$ cat src/rtl/ib_rom_port_sched_if.sv
// Requester-side and ROM-side bundle of the IB ROM port scheduler.
// slave = scheduler view, master = requesters plus ROM bank view.
interface ib_rom_port_sched_if #(
    parameter int N_REQ   = 4,
    parameter int ADDR_BW = 5,
    parameter int DATA_BW = 6
);
    logic [N_REQ-1:0]         req_valid;
    logic [N_REQ*ADDR_BW-1:0] req_addr;
    logic [N_REQ-1:0]         req_ready;
    logic [N_REQ-1:0]         rsp_valid;
    logic [N_REQ*DATA_BW-1:0] rsp_data;
    logic [ADDR_BW-1:0]       rom_portA_addr;
    logic [ADDR_BW-1:0]       rom_portB_addr;
    logic [DATA_BW-1:0]       rom_portA_dout;
    logic [DATA_BW-1:0]       rom_portB_dout;

    modport master (
        output req_valid, req_addr, rom_portA_dout, rom_portB_dout,
        input  req_ready, rsp_valid, rsp_data, rom_portA_addr, rom_portB_addr
    );

    modport slave (
        input  req_valid, req_addr, rom_portA_dout, rom_portB_dout,
        output req_ready, rsp_valid, rsp_data, rom_portA_addr, rom_portB_addr
    );
endinterface

$ cat src/rtl/ib_rom_port_sched.sv
// Dual-port IB lookup ROM read scheduler: round-robin 2 grants/cycle, tag-routed responses,
// drained iteration-table switch. Optional macro ARB_STATS_EN adds the stall_cnt counter.
module ib_rom_port_sched #(
    parameter int N_REQ   = 4,
    parameter int ADDR_BW = 5,
    parameter int DATA_BW = 6,
    parameter int ROM_LAT = 1
`ifdef ARB_STATS_EN
    ,
    parameter int CNT_BW  = 16
`endif
) (
    input  logic                 read_clk,
    input  logic                 rstn,
    ib_rom_port_sched_if.slave   bus,
    input  logic                 iter_switch_req,
    output logic                 iter_switch_done,
    output logic                 iter_sel,
    output logic                 busy
`ifdef ARB_STATS_EN
    ,
    output logic [CNT_BW-1:0]    stall_cnt
`endif
);
    localparam int ID_BW = $clog2(N_REQ);

    typedef enum logic [1:0] {
        ST_RUN    = 2'd0,
        ST_DRAIN  = 2'd1,
        ST_SWITCH = 2'd2
    } state_t;

    state_t                        state_reg;
    logic                          iter_sel_reg;
    logic                          iter_switch_done_reg;
    logic [ID_BW-1:0]              rr_ptr_reg;
    logic [ID_BW-1:0]              rr_ptr_next;
    logic [ID_BW-1:0]              last_id;
    logic                          arb_en;
    logic                          grant_a_vld;
    logic                          grant_b_vld;
    logic [ID_BW-1:0]              grant_a_id;
    logic [ID_BW-1:0]              grant_b_id;
    logic [ID_BW:0]                scan_sum;
    logic [ID_BW-1:0]              scan_id;
    logic [ADDR_BW-1:0]            req_addr_arr [N_REQ];
    logic [ADDR_BW-1:0]            rom_a_addr_reg;
    logic [ADDR_BW-1:0]            rom_b_addr_reg;
    logic [ROM_LAT:0]              tag_a_vld_reg;
    logic [ROM_LAT:0]              tag_b_vld_reg;
    logic [ROM_LAT:0][ID_BW-1:0]   tag_a_id_reg;
    logic [ROM_LAT:0][ID_BW-1:0]   tag_b_id_reg;
    logic [ID_BW-1:0]              tag_a_out;
    logic [ID_BW-1:0]              tag_b_out;
    logic [N_REQ-1:0]              hit_a;
    logic [N_REQ-1:0]              hit_b;
    logic                          drain_done;

    // Grants only while running and out of reset; reset forces every ready low.
    assign arb_en = rstn && (state_reg == ST_RUN);

    always_comb begin
        grant_a_vld = 1'b0;
        grant_b_vld = 1'b0;
        grant_a_id  = '0;
        grant_b_id  = '0;
        scan_sum    = '0;
        scan_id     = '0;
        for (int k = 0; k < N_REQ; k++) begin
            scan_sum = {1'b0, rr_ptr_reg} + (ID_BW+1)'(k);
            if (scan_sum >= (ID_BW+1)'(N_REQ)) begin
                scan_sum = scan_sum - (ID_BW+1)'(N_REQ);
            end
            scan_id = scan_sum[ID_BW-1:0];
            if (arb_en && bus.req_valid[scan_id]) begin
                if (!grant_a_vld) begin
                    grant_a_vld = 1'b1;
                    grant_a_id  = scan_id;
                end else if (!grant_b_vld) begin
                    grant_b_vld = 1'b1;
                    grant_b_id  = scan_id;
                end
            end
        end
    end

    assign last_id     = grant_b_vld ? grant_b_id : grant_a_id;
    assign rr_ptr_next = (last_id == ID_BW'(N_REQ - 1)) ? '0 : last_id + ID_BW'(1);

    // Slot 0 of each tag pipe lines up with the registered ROM address; the last slot with dout.
    always_ff @(posedge read_clk) begin
        if (!rstn) begin
            rr_ptr_reg     <= '0;
            rom_a_addr_reg <= '0;
            rom_b_addr_reg <= '0;
            tag_a_vld_reg  <= '0;
            tag_b_vld_reg  <= '0;
            tag_a_id_reg   <= '0;
            tag_b_id_reg   <= '0;
        end else begin
            if (grant_a_vld) begin
                rr_ptr_reg     <= rr_ptr_next;
                rom_a_addr_reg <= req_addr_arr[grant_a_id];
            end
            if (grant_b_vld) begin
                rom_b_addr_reg <= req_addr_arr[grant_b_id];
            end
            tag_a_vld_reg <= {tag_a_vld_reg[ROM_LAT-1:0], grant_a_vld};
            tag_b_vld_reg <= {tag_b_vld_reg[ROM_LAT-1:0], grant_b_vld};
            tag_a_id_reg  <= {tag_a_id_reg[ROM_LAT-1:0], grant_a_id};
            tag_b_id_reg  <= {tag_b_id_reg[ROM_LAT-1:0], grant_b_id};
        end
    end

    assign tag_a_out = tag_a_id_reg[ROM_LAT];
    assign tag_b_out = tag_b_id_reg[ROM_LAT];

    // Nothing new enters the pipes outside RUN, so only entries short of the output slot matter.
    assign drain_done = ~|tag_a_vld_reg[ROM_LAT-1:0] && ~|tag_b_vld_reg[ROM_LAT-1:0];

    always_ff @(posedge read_clk) begin
        if (!rstn) begin
            state_reg            <= ST_RUN;
            iter_sel_reg         <= 1'b0;
            iter_switch_done_reg <= 1'b0;
        end else begin
            iter_switch_done_reg <= 1'b0;
            case (state_reg)
                ST_RUN: begin
                    if (iter_switch_req) begin
                        state_reg <= ST_DRAIN;
                    end
                end
                ST_DRAIN: begin
                    if (drain_done) begin
                        state_reg            <= ST_SWITCH;
                        iter_sel_reg         <= ~iter_sel_reg;
                        iter_switch_done_reg <= 1'b1;
                    end
                end
                ST_SWITCH: begin
                    state_reg <= ST_RUN;
                end
                default: begin
                    state_reg <= ST_RUN;
                end
            endcase
        end
    end

    for (genvar gi = 0; gi < N_REQ; gi++) begin : g_req
        assign req_addr_arr[gi]  = bus.req_addr[gi*ADDR_BW +: ADDR_BW];
        assign bus.req_ready[gi] = (grant_a_vld && (grant_a_id == ID_BW'(gi)))
                                || (grant_b_vld && (grant_b_id == ID_BW'(gi)));
        assign hit_a[gi]         = tag_a_vld_reg[ROM_LAT] && (tag_a_out == ID_BW'(gi));
        assign hit_b[gi]         = tag_b_vld_reg[ROM_LAT] && (tag_b_out == ID_BW'(gi));
        assign bus.rsp_valid[gi] = hit_a[gi] || hit_b[gi];
        assign bus.rsp_data[gi*DATA_BW +: DATA_BW] = hit_a[gi] ? bus.rom_portA_dout :
                                                     hit_b[gi] ? bus.rom_portB_dout : '0;
    end

    assign bus.rom_portA_addr = rom_a_addr_reg;
    assign bus.rom_portB_addr = rom_b_addr_reg;
    assign iter_sel           = iter_sel_reg;
    assign iter_switch_done   = iter_switch_done_reg;
    assign busy               = (state_reg != ST_RUN) || (|tag_a_vld_reg) || (|tag_b_vld_reg);

`ifdef ARB_STATS_EN
    logic [CNT_BW-1:0] stall_cnt_reg;
    logic              stall_hit;

    // A stall is any requester left waiting: more than two in RUN, any at all otherwise.
    assign stall_hit = (state_reg == ST_RUN) ? ($countones(bus.req_valid) > 2) : (|bus.req_valid);

    always_ff @(posedge read_clk) begin
        if (!rstn) begin
            stall_cnt_reg <= '0;
        end else if (stall_hit && (stall_cnt_reg != '1)) begin
            stall_cnt_reg <= stall_cnt_reg + CNT_BW'(1);
        end
    end

    assign stall_cnt = stall_cnt_reg;
`endif
endmodule

$ cat src/flat_wrapper.sv
// flat-port wrapper written by rule: the top's interface ports become plain ports
module ib_rom_port_sched_flat 
#(
    parameter int N_REQ   = 4,
    parameter int ADDR_BW = 5,
    parameter int DATA_BW = 6,
    parameter int ROM_LAT = 1

)
  (read_clk, rstn, iter_switch_req, iter_switch_done, iter_sel, busy, bus_req_valid, bus_req_addr, bus_rom_portA_dout, bus_rom_portB_dout, bus_req_ready, bus_rsp_valid, bus_rsp_data, bus_rom_portA_addr, bus_rom_portB_addr);
  ib_rom_port_sched_if #(.N_REQ(N_REQ), .ADDR_BW(ADDR_BW), .DATA_BW(DATA_BW)) bus_i ();
  input  logic read_clk;
  input  logic rstn;
  input  logic iter_switch_req;
  output logic iter_switch_done;
  output logic iter_sel;
  output logic busy;
  input wire logic [$bits(bus_i.req_valid)-1:0] bus_req_valid;
  input wire logic [$bits(bus_i.req_addr)-1:0] bus_req_addr;
  input wire logic [$bits(bus_i.rom_portA_dout)-1:0] bus_rom_portA_dout;
  input wire logic [$bits(bus_i.rom_portB_dout)-1:0] bus_rom_portB_dout;
  output wire logic [$bits(bus_i.req_ready)-1:0] bus_req_ready;
  output wire logic [$bits(bus_i.rsp_valid)-1:0] bus_rsp_valid;
  output wire logic [$bits(bus_i.rsp_data)-1:0] bus_rsp_data;
  output wire logic [$bits(bus_i.rom_portA_addr)-1:0] bus_rom_portA_addr;
  output wire logic [$bits(bus_i.rom_portB_addr)-1:0] bus_rom_portB_addr;
  assign bus_i.req_valid = bus_req_valid;
  assign bus_i.req_addr = bus_req_addr;
  assign bus_i.rom_portA_dout = bus_rom_portA_dout;
  assign bus_i.rom_portB_dout = bus_rom_portB_dout;
  assign bus_req_ready = bus_i.req_ready;
  assign bus_rsp_valid = bus_i.rsp_valid;
  assign bus_rsp_data = bus_i.rsp_data;
  assign bus_rom_portA_addr = bus_i.rom_portA_addr;
  assign bus_rom_portB_addr = bus_i.rom_portB_addr;
  ib_rom_port_sched #(.N_REQ(N_REQ), .ADDR_BW(ADDR_BW), .DATA_BW(DATA_BW), .ROM_LAT(ROM_LAT)) u_core (.read_clk(read_clk), .rstn(rstn), .bus(bus_i), .iter_switch_req(iter_switch_req), .iter_switch_done(iter_switch_done), .iter_sel(iter_sel), .busy(busy));
endmodule
$ cat config.mk
export PLATFORM = sky130hd
export DESIGN_NAME = ib_rom_port_sched_flat
export DESIGN_NICKNAME = d
export VERILOG_FILES = /design/src/rtl/ib_rom_port_sched_if.sv /design/src/rtl/ib_rom_port_sched.sv /design/src/flat_wrapper.sv
export SDC_FILE = /design/constraint.sdc
export NUM_CORES = 1
export LEC_CHECK = 0
export ABC_AREA = 1
export BUFFER_PORTS_ARGS = -buffer_cell sky130_fd_sc_hd__buf_2
export CORE_MARGIN = 2
export CORE_UTILIZATION = 50
export CTS_CLUSTER_DIAMETER = 200
export DETAILED_ROUTE_END_ITERATION = 16
export HOLD_SLACK_MARGIN = 0.12
export PLACE_DENSITY = 0.92
export SETUP_SLACK_MARGIN = 0.3
export SLEW_MARGIN = 20
export SYNTH_ARGS = -nofsm -noshare
export SYNTH_HDL_FRONTEND = slang
export SYNTH_SLANG_ARGS = --single-unit
$ cat constraint.sdc
create_clock -name read_clk -period 3.1 [get_ports read_clk]
set_input_delay 0 -clock read_clk [delete_from_list [all_inputs] [get_ports read_clk]]
set_output_delay 0 -clock read_clk [all_outputs]
set_load 0.005 [all_outputs]
# Word-level counts from Yosys, hierarchy flattened

Cells that the tools add are included.

Memory bits (read-only): 0
Output and inout bits: 45
Word-level logic and storage cells: 151
Register bits: 28
Memory bits (writable): 0
Latch bits: 0
Memories: 0

Magnitude comparators: 10
Add/sub/neg operators: 8
Multiplexer cells: 57
Bitwise gates (word level): 3
Reductions and logical operators: 45
Divide/modulo/power cells: 0
Multipliers: 0
Equality and inequality tests: 16
Shifts and indexed selects: 0

Operator list:

| kind                | number |
|---|---|
| $mux 6              | 8 |
| $mux 2              | 23 |
| $logic_and 1x1->1   | 22 |
| $bmux 5 s2          | 2 |
| $mux 5              | 4 |
| $eq 2x2->1 const B  | 9 |
| $ge 3x3->1 const B  | 5 |
| $mux 1              | 15 |
| $lt 2x3->1 const B  | 4 |
| $eq 2x1->1 const B  | 5 |
| $logic_not 2->1     | 5 |
| $logic_or 1x1->1    | 10 |
| $bmux 1 s2          | 4 |
| $sub 2x1->2 const B | 4 |
| $add 2x2->3 const B | 2 |
| $not 2->3           | 2 |
| $reduce_and 2->1    | 3 |
| $pmux 2 s2          | 1 |
| $reduce_or 2->1     | 2 |
| $add 2x1->3 const B | 1 |
| $ge 2x3->1 const B  | 1 |
| $add 2x1->2 const B | 1 |
| $logic_not 1->1     | 2 |
| $ne 2x1->1 const B  | 1 |
| other kinds (3)     | 3 |

# Depth between registers and ports, before layout

Depth after elaboration: 18
Depth in mapped cells: 19
Gate-level depth less buffers: 18

# Least setup slack after synthesis

No wires, ideal clock.

Path kind: reg-to-reg
Start point: register u_core.rr_ptr_reg[0]
End point: register u_core.rom_a_addr_reg[1] (netlist: u_core.bus.rom_portA_addr[1])
Period minus slack after synthesis: 2.138 ns
Cell stages (with the launch flop): 19
Buffers on the path: 2
Data required time: 3.036 ns
Setup slack: 0.962 ns
Arrival time: 2.074 ns
Cell sequence: dfxtp_1 -> inv_2 -> buf_6 -> nand2_2 -> nand3_1 -> nand3_4 -> inv_1 -> ha_1 -> nand3b_1 -> nand2_1 -> nand2_1 -> nand2_1 -> nand2_1 -> nand2_4 -> buf_6 -> nand3_1 -> nand3_1 -> nor2_1 -> nor2_1

Word-level cells in the longest chain between the ends: 16
Elaborated cells between the ends (all ways): 42
Those cells by class: add/sub: 7; order compare: 4; mux: 26; bitwise: 1; reduce/logical: 4

RTL lines:

| element                                                              | RTL line                 | text |
|---|---|---|
| start: declaration                                                   | ib_rom_port_sched.sv:36  | `logic [ID_BW-1:0] rr_ptr_reg;` |
| start signal: assignment                                             | ib_rom_port_sched.sv:102 | `rr_ptr_reg <= rr_ptr_next;` |
| parallel branches: the longest is 16 deep, another holds $add 2x1->3 | n/a                      |  |
| end signal: assignment                                               | ib_rom_port_sched.sv:103 | `rom_a_addr_reg <= req_addr_arr[grant_a_id];` |
| end: declaration                                                     | ib_rom_port_sched.sv:47  | `logic [ADDR_BW-1:0] rom_a_addr_reg;` |

Parallel ways; which one is timed is not known. The select of a mux whose other input is x is not followed.
A chain may end at the register's enable or synchronous reset.

# Worst setup path in the final report

Start point: register u_core.state_reg[0]
End point: register u_core.rom_b_addr_reg[3] (netlist: u_core.bus.rom_portB_addr[3])

Word-level cells in the longest chain between the ends: 16
Elaborated cells between the ends (all ways): 27
Those cells by class: mux: 20; bitwise: 1; reduce/logical: 6

RTL lines:

| element                                   | RTL line                 | text |
|---|---|---|
| start: declaration                        | ib_rom_port_sched.sv:33  | `state_t state_reg;` |
| start signal: assignment                  | ib_rom_port_sched.sv:123 | `state_reg <= ST_RUN;` |
| start signal: assignment                  | ib_rom_port_sched.sv:131 | `state_reg <= ST_DRAIN;` |
| start signal: assignment                  | ib_rom_port_sched.sv:136 | `state_reg <= ST_SWITCH;` |
| $logic_not 2->1 (*)                       | ib_rom_port_sched.sv:60  | `assign arb_en = rstn && (state_reg == ST_RUN);` |
| $logic_and 1x1->1 (*)                     | ib_rom_port_sched.sv:60  |  |
| $logic_and 1x1->1                         | ib_rom_port_sched.sv:75  | `if (arb_en && bus.req_valid[scan_id]) begin` |
| $mux 1                                    | ib_rom_port_sched.sv:75  |  |
| $mux 2 or $mux 1 (tied branches)          | ib_rom_port_sched.sv:76  | `if (!grant_a_vld) begin` |
| $mux 2 or $mux 1 (tied branches)          | ib_rom_port_sched.sv:75  |  |
| $mux 2                                    | ib_rom_port_sched.sv:79  | `end else if (!grant_b_vld) begin` |
| $mux 2                                    | ib_rom_port_sched.sv:76  |  |
| $mux 2                                    | ib_rom_port_sched.sv:75  |  |
| $mux 2                                    | ib_rom_port_sched.sv:79  |  |
| $mux 2                                    | ib_rom_port_sched.sv:76  |  |
| $mux 2                                    | ib_rom_port_sched.sv:75  |  |
| $not 2->3 (not written as such)           | ib_rom_port_sched.sv:106 | `rom_b_addr_reg <= req_addr_arr[grant_b_id];` |
| $bmux 5 s2                                | ib_rom_port_sched.sv:106 |  |
| $mux 5 (not written as such) (2 in a row) | ib_rom_port_sched.sv:106 |  |
| end signal: assignment                    | ib_rom_port_sched.sv:106 |  |
| end: declaration                          | ib_rom_port_sched.sv:48  | `logic [ADDR_BW-1:0] rom_b_addr_reg;` |

Mark *: on every way between the ends. The rest lies on a longest branch, timed or not. The select of a mux whose other input is x is not followed.

==> out/qor.txt <==
Compound-gate portion of the synthesized area -> 11.1%
Design area -> 3140 sq um
Synth Area in Simple Gates -> 51.0%
Synth Area in XOR/XNOR -> 0.382%
Endpoints failing hold -> 0
RR Startpoint -> u_core.state_reg[0]
Multiplexer share of the synthesized area -> 0%
Hpwl dp -> 4.68 mm
Peak supply drop -> 0.000593 V
Clock net sink count -> 28
Initial antenna violation count -> 0
Slew HR -> 70.1%
Largest net degree at the start of global routing -> 19
Site Rows -> 24
WP data arrival -> 2860 ps
Net count of the finished layout -> 519
Min Tclk post-route -> 2620 ps
GRT Residual Overflow -> 0
Core ar. -> 4380 sq um
Slew @ Worst Pin -> 449 ps
Die Y -> 71.7 um
Vias in the first global route -> 2521
Vias -> 2880
Total track usage -> 25.7%
First-pass GRT wire length -> 10.8 mm
Ant diodes -> 0
H-tree depth -> 1
Worst setup EP type -> flip-flop
DRC errors left -> 0
Crit Path Category -> flip-flop to flip-flop
Reg2Reg Depth -> 17
Share of layout cells above drive strength 1 -> 31.4%
Synth warn -> 0
Clock skew -> 2.29 ps
Number of synthesized register bits -> 28
Max-Cap Viols -> 0
P&R area growth vs syn -> 36.9%
Util after Layout -> 71.5%
Adder-Cell Fraction of Synth Area -> 1.09%
First-pass DRT Iterations -> 5
Slew Limit Fails -> 0
Max Clk Rate -> 381 MHz
Die width -> 71.7 um
Pleak -> 1.74 nW
Later-pin clock latency in the skew report -> 290 ps
Endpoints failing setup -> 0
Post-synthesis async set-or-reset flop share -> 0%
Worst min path class -> input pin to flip-flop
PD cells -> 894 nW/um^2
Sequential area share after synthesis -> 24.5%
Setup_tns -> 0 ps
Vias per cell -> 5.44
Most frequent cells in the layout -> nand2_1 (102), buf_2 (83), inv_1 (46), nand3_1 (41), nor2_1 (31)
Commonest non-fill, non-tap cell in the layout -> nand2_1
Total CTS buffers -> 3
Period utilization -> 84.6%
Synthesized Nets -> 402
Post-Route WL -> 7.09 mm
Routed Antenna Nets -> 0
Clock root buffer -> clkbuf_8
I/O pins -> 84
Worst R2R End -> u_core.bus.rom_portB_addr[3]
CP Launch Type -> flip-flop
Synth Instances -> 361
Number of DRC markers in iteration 0 -> 180
Synth unique cells -> 30
R2R setup slack -> 480 ps
GPL Wtd Cong -> 0.891
Placement Cell Area -> 2730 sq um
Total die area -> 5140 sq um
Maximum buffer depth of the clock tree -> 2
Reg clk slew, reported paths -> 100 ps
Setup crit start -> u_core.state_reg[0]
Main combinational cell family by area after synthesis -> simple AND/OR/NAND/NOR gates
Critical Path Sink -> u_core.bus.rom_portB_addr[3]
Primary FF master, synth -> dfxtp_1
Netlist Area Pre-Place -> 2290 sq um
Syn_area_per_cell -> 6.35 sq um
Min-delay src -> bus_req_addr[13]
# port buffers -> 83
Worst Path Max Fanout -> 8
WP data required -> 3330 ps
RSZ-0062 raised after global routing -> no
Status -> completed
CTS tree -> built
EDFF count, synth -> 0
Power Total -> 2.80 mW
Final hold slack -> 253 ps
Routed WL per cell -> 13.4 um
Initial core utilization -> 52.3%
worst max-delay path, cell delays in order, from the launching register on:
cell and delay (ps):
dfxtp_1 310, inv_1 60, nand2_1 140, nor2_8 200, buf_4 160, nand3_4 120, nand3_2 120, nand2_2 70
inv_2 100, nand3_4 150, nand2_8 160, inv_4 60, nor2_8 120, nand2_1 60, nand2_1 70, nor2_1 40
dlygate4sd3_1 540, nor2_1 90
routing by layer:
metal / vias to the layer above / global-route usage (%) / wire length [um]
li1: 1400 / - / -
met1: 1286 / 29.9 / 2850
met2: 166 / 46.7 / 3470
met3: 28 / 3.23 / 512
met4: 0 / 11.5 / 253
met5: - / 0 / 0
report_power, final:
part	switching, mW	internal (mW)	leakage (nW)
sequential	0.0764	0.495	0.232
combinational	1.22	0.718	1.48
clock	0.125	0.174	0.0357
total	1.42	1.39	1.74
synth_stat cells, types with 4 or more instances:
library cell    n  share of area, %
inv_2           6              0.98
nand2_4         5               2.5
o21ai_0        13               2.8
nand3_2         4               1.7
nand3b_1        6               2.0
inv_1          46               7.5
nand2_2        15               4.1
nand3_1        41               9.0
nor2_1         31               5.1
nand2_1       103                17
dfxtp_1        28                24
nor3_1          4              0.87
o22ai_1        26               7.1
worst min path at each step:
stage / to / slack (ps) / cells past startpoint
finish: u_core.bus.rom_portA_addr[3] / 250 / 5
global placement: u_core.state_reg[0] / 260 / 3
floorplan: u_core.state_reg[0] / 150 / 2
detailed placement: u_core.state_reg[0] / 280 / 3
CTS: u_core.bus.rom_portA_addr[3] / 130 / 5
global route: u_core.bus.rom_portA_addr[3] / 270 / 5
layout make-up:
type	instances	area, sq um
multi-input cells	270	1470
inverters	55	216
flip-flops and latches	28	563
clock buffers	3	41.3
fillers	348	1250
repair buffers	120	754
well taps	52	65.1
clock inverters	1	30.0
through the flow:
stage	cells	setup WS, ps
after floorplan	361	962
after global routing	529	289
after detailed placement	491	767
final	529	478
after CTS	518	421
after global placement	491	827
repair_timing:
action | in CTS | in global routing
endpoints found under the hold margin | 15 | 0
setup buffers | 0 | 11
resized for setup | 0 | 6
endpoints found under the setup margin | 0 | 4
hold buffers | 23 | 0
cells by family (layout without fill, tap and decap cells):
logic type	after synthesis	in the layout
flops	28	28
buf+inv	63	179
xor+xnor	1	1
simple gates	224	224
compound gates	43	43
fa+ha+maj	2	2
Note: power is estimated with default switching activity, not from simulation.
